[src/rtl/tst_strobe_gen.sv]
// Frame strobe sequencer: emits TNC/TNO/TNI/TKI/TNP/TKP and the TOBM window
// from a double-buffered schedule, advancing one position per tick.
module tst_strobe_gen #(
    parameter int CNT_W = 16
) (
    input  logic             clk,
    input  logic             rst_n,
    input  logic             tick,
    input  logic             en,
    input  logic             cfg_wr,
    input  logic [2:0]       cfg_addr,
    input  logic [CNT_W-1:0] cfg_data,
    output logic             TNC,
    output logic             TNO,
    output logic             TNI,
    output logic             TKI,
    output logic             TNP,
    output logic             TKP,
    output logic             TOBM,
    output logic             busy,
    output logic [15:0]      frame_cnt
);

    // state  | meaning
    // S_IDLE | stopped, pos held at 0, outputs quiet
    // S_RUN  | framing; pos advances on every tick
    typedef enum logic {S_IDLE, S_RUN} state_t;

    localparam logic [CNT_W-1:0] RST_PER = CNT_W'(1000);
    localparam logic [CNT_W-1:0] RST_NI  = CNT_W'(10);
    localparam logic [CNT_W-1:0] RST_KI  = CNT_W'(110);
    localparam logic [CNT_W-1:0] RST_NP  = CNT_W'(200);
    localparam logic [CNT_W-1:0] RST_KP  = CNT_W'(900);
    localparam logic [CNT_W-1:0] RST_GRP = CNT_W'(1);

    state_t           state_q, state_d;
    logic [CNT_W-1:0] pos_q, pos_d;
    logic [CNT_W-1:0] grp_q, grp_d;

    logic [CNT_W-1:0] sh_per_q, sh_per_d, sh_ni_q, sh_ni_d, sh_ki_q, sh_ki_d;
    logic [CNT_W-1:0] sh_np_q, sh_np_d, sh_kp_q, sh_kp_d, sh_grp_q, sh_grp_d;

    logic [CNT_W-1:0] act_per_q, act_per_d, act_ni_q, act_ni_d, act_ki_q, act_ki_d;
    logic [CNT_W-1:0] act_np_q, act_np_d, act_kp_q, act_kp_d, act_grp_q, act_grp_d;

    logic tnc_q, tnc_d, tno_q, tno_d, tni_q, tni_d, tki_q, tki_d;
    logic tnp_q, tnp_d, tkp_q, tkp_d, tobm_q, tobm_d;
    logic [15:0] fc_q, fc_d;

    logic             load;
    logic             evt;
    logic [CNT_W-1:0] grp_inc;

    always_ff @(posedge clk) begin
        if (!rst_n) begin
            state_q   <= S_IDLE;
            pos_q     <= '0;
            grp_q     <= '0;
            sh_per_q  <= RST_PER;
            sh_ni_q   <= RST_NI;
            sh_ki_q   <= RST_KI;
            sh_np_q   <= RST_NP;
            sh_kp_q   <= RST_KP;
            sh_grp_q  <= RST_GRP;
            act_per_q <= RST_PER;
            act_ni_q  <= RST_NI;
            act_ki_q  <= RST_KI;
            act_np_q  <= RST_NP;
            act_kp_q  <= RST_KP;
            act_grp_q <= RST_GRP;
            tnc_q     <= 1'b0;
            tno_q     <= 1'b0;
            tni_q     <= 1'b0;
            tki_q     <= 1'b0;
            tnp_q     <= 1'b0;
            tkp_q     <= 1'b0;
            tobm_q    <= 1'b0;
            fc_q      <= '0;
        end else begin
            state_q   <= state_d;
            pos_q     <= pos_d;
            grp_q     <= grp_d;
            sh_per_q  <= sh_per_d;
            sh_ni_q   <= sh_ni_d;
            sh_ki_q   <= sh_ki_d;
            sh_np_q   <= sh_np_d;
            sh_kp_q   <= sh_kp_d;
            sh_grp_q  <= sh_grp_d;
            act_per_q <= act_per_d;
            act_ni_q  <= act_ni_d;
            act_ki_q  <= act_ki_d;
            act_np_q  <= act_np_d;
            act_kp_q  <= act_kp_d;
            act_grp_q <= act_grp_d;
            tnc_q     <= tnc_d;
            tno_q     <= tno_d;
            tni_q     <= tni_d;
            tki_q     <= tki_d;
            tnp_q     <= tnp_d;
            tkp_q     <= tkp_d;
            tobm_q    <= tobm_d;
            fc_q      <= fc_d;
        end
    end

    always_comb begin
        state_d   = state_q;
        pos_d     = pos_q;
        grp_d     = grp_q;
        sh_per_d  = sh_per_q;
        sh_ni_d   = sh_ni_q;
        sh_ki_d   = sh_ki_q;
        sh_np_d   = sh_np_q;
        sh_kp_d   = sh_kp_q;
        sh_grp_d  = sh_grp_q;
        act_per_d = act_per_q;
        act_ni_d  = act_ni_q;
        act_ki_d  = act_ki_q;
        act_np_d  = act_np_q;
        act_kp_d  = act_kp_q;
        act_grp_d = act_grp_q;
        tnc_d     = 1'b0;
        tno_d     = 1'b0;
        tni_d     = 1'b0;
        tki_d     = 1'b0;
        tnp_d     = 1'b0;
        tkp_d     = 1'b0;
        tobm_d    = tobm_q;
        fc_d      = fc_q;
        load      = 1'b0;
        evt       = 1'b0;
        grp_inc   = grp_q + CNT_W'(1);

        if (cfg_wr) begin
            case (cfg_addr)
                3'd0:    sh_per_d = cfg_data;
                3'd1:    sh_ni_d  = cfg_data;
                3'd2:    sh_ki_d  = cfg_data;
                3'd3:    sh_np_d  = cfg_data;
                3'd4:    sh_kp_d  = cfg_data;
                3'd5:    sh_grp_d = cfg_data;
                default: ;
            endcase
        end

        if (tick) begin
            case (state_q)
                S_IDLE: begin
                    if (en) begin
                        state_d = S_RUN;
                        load    = 1'b1;
                        pos_d   = '0;
                        grp_d   = '0;
                        tnc_d   = 1'b1;
                        tno_d   = 1'b1;
                        evt     = 1'b1;
                    end
                end
                S_RUN: begin
                    if (pos_q == act_per_q - CNT_W'(1)) begin
                        pos_d = '0;
                        if (!en) begin
                            state_d = S_IDLE;
                        end else begin
                            load  = 1'b1;
                            tnc_d = 1'b1;
                            evt   = 1'b1;
                        end
                    end else begin
                        pos_d = pos_q + CNT_W'(1);
                        evt   = 1'b1;
                    end
                end
                default: state_d = S_IDLE;
            endcase
        end

        // Loads read the shadow _q values, so a same-clk write waits a frame.
        if (load) begin
            act_per_d = (sh_per_q < CNT_W'(2)) ? CNT_W'(2) : sh_per_q;
            act_ni_d  = sh_ni_q;
            act_ki_d  = sh_ki_q;
            act_np_d  = sh_np_q;
            act_kp_d  = sh_kp_q;
            act_grp_d = (sh_grp_q == '0) ? CNT_W'(1) : sh_grp_q;
        end

        // Group wraps against the freshly loaded size so grp never overshoots it.
        if (load && state_q == S_RUN) begin
            grp_d = (grp_inc >= act_grp_d) ? '0 : grp_inc;
            tno_d = (grp_d == '0);
        end

        if (evt) begin
            tni_d = (pos_d == act_ni_d);
            tki_d = (pos_d == act_ki_d);
            tnp_d = (pos_d == act_np_d);
            tkp_d = (pos_d == act_kp_d);
            if (tki_d)
                tobm_d = 1'b0;
            else if (tni_d)
                tobm_d = 1'b1;
        end

        if (tnc_d)
            fc_d = fc_q + 16'd1;

        if (state_d == S_IDLE)
            tobm_d = 1'b0;
    end

    assign TNC       = tnc_q;
    assign TNO       = tno_q;
    assign TNI       = tni_q;
    assign TKI       = tki_q;
    assign TNP       = tnp_q;
    assign TKP       = tkp_q;
    assign TOBM      = tobm_q;
    assign busy      = (state_q == S_RUN);
    assign frame_cnt = fc_q;

endmodule

[config.mk]
export PLATFORM = sky130hd
export DESIGN_NAME = tst_strobe_gen
export DESIGN_NICKNAME = d
export VERILOG_FILES = /design/src/rtl/tst_strobe_gen.sv
export SDC_FILE = /design/constraint.sdc
export NUM_CORES = 1
export LEC_CHECK = 0
export BUFFER_PORTS_ARGS = -buffer_cell sky130_fd_sc_hd__buf_2
export CORE_AREA = 2 2 161 163
export CTS_CLUSTER_SIZE = 25
export DETAILED_ROUTE_END_ITERATION = 10
export DIE_AREA = 0 0 163 165
export SKIP_LAST_GASP = 1
export SYNTH_ARGS = -nofsm -noshare
export SYNTH_HDL_FRONTEND = slang
export SYNTH_SLANG_ARGS = --single-unit
[constraint.sdc]
create_clock -name clk -period 6.5 [get_ports clk]
set_input_delay 0.325 -clock clk [delete_from_list [all_inputs] [get_ports clk]]
set_output_delay 0.325 -clock clk [all_outputs]
set_load 0.05 [all_outputs]
==> summary.txt <==
Cells and area
  – Final cell count without fillers: between 1500 and 2000
  – Filler instances: ~2500
  – Cell area after layout: 12500 sq um
  – Reg area: 4960 sq um
  – Most common cell after layout, fill and taps aside: nand2_1
  – Multi-input gate area: ~5800 sq um
  – Layout cell share with drive strength beyond 1: under 10%
  – Core Util, Final: 49.8%
  – Most frequent cells in the layout: 275 x nand2_1, 248 x dfxtp_1, 119 x nor2_1
  – Area grow syn2layout: 11.5%
  – Layout net count: between 1000 and 1500

Floorplan
  – I/O pin count: between 40 and 50
  – Die W: between 150 and 200 um
  – Die H: around 170 um
  – Standard-cell row count: 58
  – Initial Util: 44.7%
  – Die area: around 27000 sq um
  – Core area: ~25000 sq um

Global routing
  – Grt total ovfl: 0
  – Number of global-route vias before repair: 8259
  – Global-route wire length before repair: between 40 and 50 mm
  – Gr usage total: 22.0%
  – Largest net degree at the start of global routing: approximately 120
  – Initial antenna violation count: 1

Timing
  – Setup TNS: 0 ns
  – Fmax: around 0.18 GHz
  – Final setup fails: 0
  – Unrepaired setup endpoints after global routing: no
  – Relative slew margins: between 30 and 40%
  – Hold Slack: between 0.1 and 0.15 ns
  – Worst-Margin Slew: ~0.96 ns
  – Final period util: between 80 and 90%
  – Skew final: 0.0119 ns
  – Fin crit period: between 5 and 6 ns
  – Final Max Tran Viols: 0
  – Final Hold Vio Count: 0

Power
  – Peak supply drop: 0.233 mV
  – Leakage: just over 5 nW
  – PD cells: between 200 and 300 nW/um^2

Yosys
  – Flip-flop and latch count after synthesis: between 200 and 250
  – Yosys top cell by area: dfxtp_1
  – Synth Cell Area: approximately 11000 sq um
  – Ys async rst share: 0%
  – Syn Inst Count: roughly 1300
  – Dominant synthesized flop cell: dfxtp_1
  – Post-synthesis mux area share: roughly 7.3%
  – Syn nets: ~1400
  – YS warnings: 0
  – Compound-Gate Fraction of Synth Area: between 10% and 20%
  – XOR/XNOR Fraction of Synth Area: ~8.4%
  – Post-synth EDFFs: 0
  – Synth Area in Simple Gates: about a quarter
  – Synth top area cells: dfxtp_1 44%, nand2_1 9.2%, mux2i_1 7.2%, xor2_1 4.5%, a21oi_1 4.4%
  – Number of distinct library cells after synthesis: 67
  – Largest family of logic cells by synthesized area: simple AND/OR/NAND/NOR gates
  – Synth Area per Inst: about 8.5 sq um
  – Post-synth top area share: 44.4%
  – Sequential fraction of the synthesis area: around 44%
  – Post-synthesis adder-cell area fraction: under 10%

Critical path
  – Worst EP required: 6.98 ns
  – R2R cell count: 22
  – Worst Setup End Kind: register
  – Reg2reg start: act_per_q[0]
  – Crit start category: register
  – FF-to-FF setup slack: between 1 and 1.5 ns
  – Crit Path Category: register to register
  – Worst-path fanout max: 17
  – Data arrival time of the worst path: between 5 and 6 ns
  – R2r endpoint: grp_q[6]

Run status
  – Status: complete, no violations

CTS
  – CTS sink cnt: 248
  – CTS H-tree depth: 1
  – Post_cts resized: 0
  – CTS Buf Count: 27
  – Worst-Skew Late Latency: about 0.55 ns
  – Bufs on Longest Clock Path: 3
  – Postcts setup bufs: 0
  – Hold-fix buffers, CTS: 0
  – Clock slew at reported path FFs: about 0.06 ns
  – Root Driver: clkbuf_16
  – TritonCTS clock tree: yes

Routing
  – Number of remaining DRC errors: 0
  – Routed wire length: 29.3 mm
  – Avg WL per Cell: about 17 um
  – First-pass iteration count of the detailed router: 5
  – Vias/cell: between 5 and 6
  – Via count: 8945
  – Final ANT Viol Nets: 0
  – Iteration-0 DRC Markers: between 600 and 700

Min path
  – Min-delay src: cfg_data[0]
  – Hold EP: sh_ki_q[0]
  – Hold/Removal Path Class: primary input to register
  – Worst hold stages: 3

Placement
  – Final GP Congestion: about 0.83
  – DP HPWL: a little under 20 mm
  – Placed Instance Area: about 12000 sq um
  – Placed Cells: ~1600
  – Port bufs: 47

Run
  – Max Cap Viol: 0
## how the worst max path moves through the flow
stage          endpoint  slack (ns)         start
2_1_floorplan  grp_q[7]        1.26  act_per_q[6]
3_3_place_gp   grp_q[6]        1.13  act_per_q[0]
3_5_place_dp   grp_q[5]        1.02  act_per_q[0]
4_1_cts        grp_q[6]        1.01  act_per_q[0]
5_1_grt        grp_q[6]        0.52  act_per_q[0]
6_report       grp_q[6]        1.02  act_per_q[0]
## area by class of cell
| type | count | share of cell area, % |
|---|---|---|
| timing repair buffer | 57 | 2.49 |
| tap | 330 | 3.31 |
| multi-input combinational | 980 | 46.9 |
| clock inverter | 11 | 1.02 |
| antenna | 1 | 0.0201 |
| clock buffer | 37 | 6.20 |
| sequential | 248 | 39.8 |
| inverter | 9 | 0.311 |
## power breakdown
group	internal, W	total [W]	leakage, nW	switching (W)
sequential	0.00154	0.00156	2.01	0.0000190
clock	0.000913	0.00155	0.439	0.000633
combinational	0.0000586	0.000194	2.61	0.000135
total	0.00252	0.00330	5.05	0.000788
## per-layer routing
metal | wire length, um | track usage [%] | vias to the layer above
li1 | - | - | 4482
met1 | 13900 | 30.2 | 4211
met2 | 13200 | 36.1 | 202
met3 | 1300 | 3.04 | 50
met4 | 853 | 6.64 | 0
met5 | 0 | 0 | -
## Yosys cell counts (all sizes together) (9+ instances only)
| master | n |
|---|---|
| a21o | 10 |
| a21oi | 100 |
| a22oi | 9 |
| and2 | 22 |
| and3 | 11 |
| buf | 18 |
| clkbuf | 55 |
| dfxtp | 248 |
| ha | 20 |
| inv | 9 |
| mux2i | 81 |
| nand2 | 275 |
| nand2b | 9 |
| nand3 | 59 |
| nand4 | 22 |
| nor2 | 120 |
| nor3 | 13 |
| nor4 | 24 |
| o21ai | 27 |
| or3 | 9 |
| xnor2 | 50 |
| xor2 | 57 |
## stage by stage
stage                     power (W)  setup slack (ns)
final                       0.00330              1.02
after global routing        0.00341             0.524
after CTS                   0.00333              1.01
after detailed placement    0.00179              1.02
after global placement      0.00179              1.13
after floorplan             0.00173              1.26
## critical path, stage by stage (launching register included)
cell and delay, ns:
dfxtp_1 0.41, inv_1 0.07, ha_1 0.26, and2_1 0.17, o21ai_0 0.16, o31ai_1 0.11, a221o_1 0.38, nor4_1 0.47
a21oi_4 0.22, buf_4 0.26, mux2i_1 0.22, ha_1 0.26, a21o_1 0.15, a21o_1 0.17, a21o_1 0.17, a21o_1 0.17
a21oi_1 0.13, nor2b_1 0.06, o31ai_1 0.24, a21oi_1 0.18, nor4_4 0.80, o21ai_0 0.21, o21ai_1 0.13
## logic make-up (layout without fill, tap and decap cells)
family,after synthesis,count (layout)
mux,82,82
compound gates,181,181
xor+xnor,107,107
flops,248,248
fa+ha+maj,20,20
other cells,0,1
simple gates,590,590
buf+inv,82,114
Power figures use the tool's default switching activity.
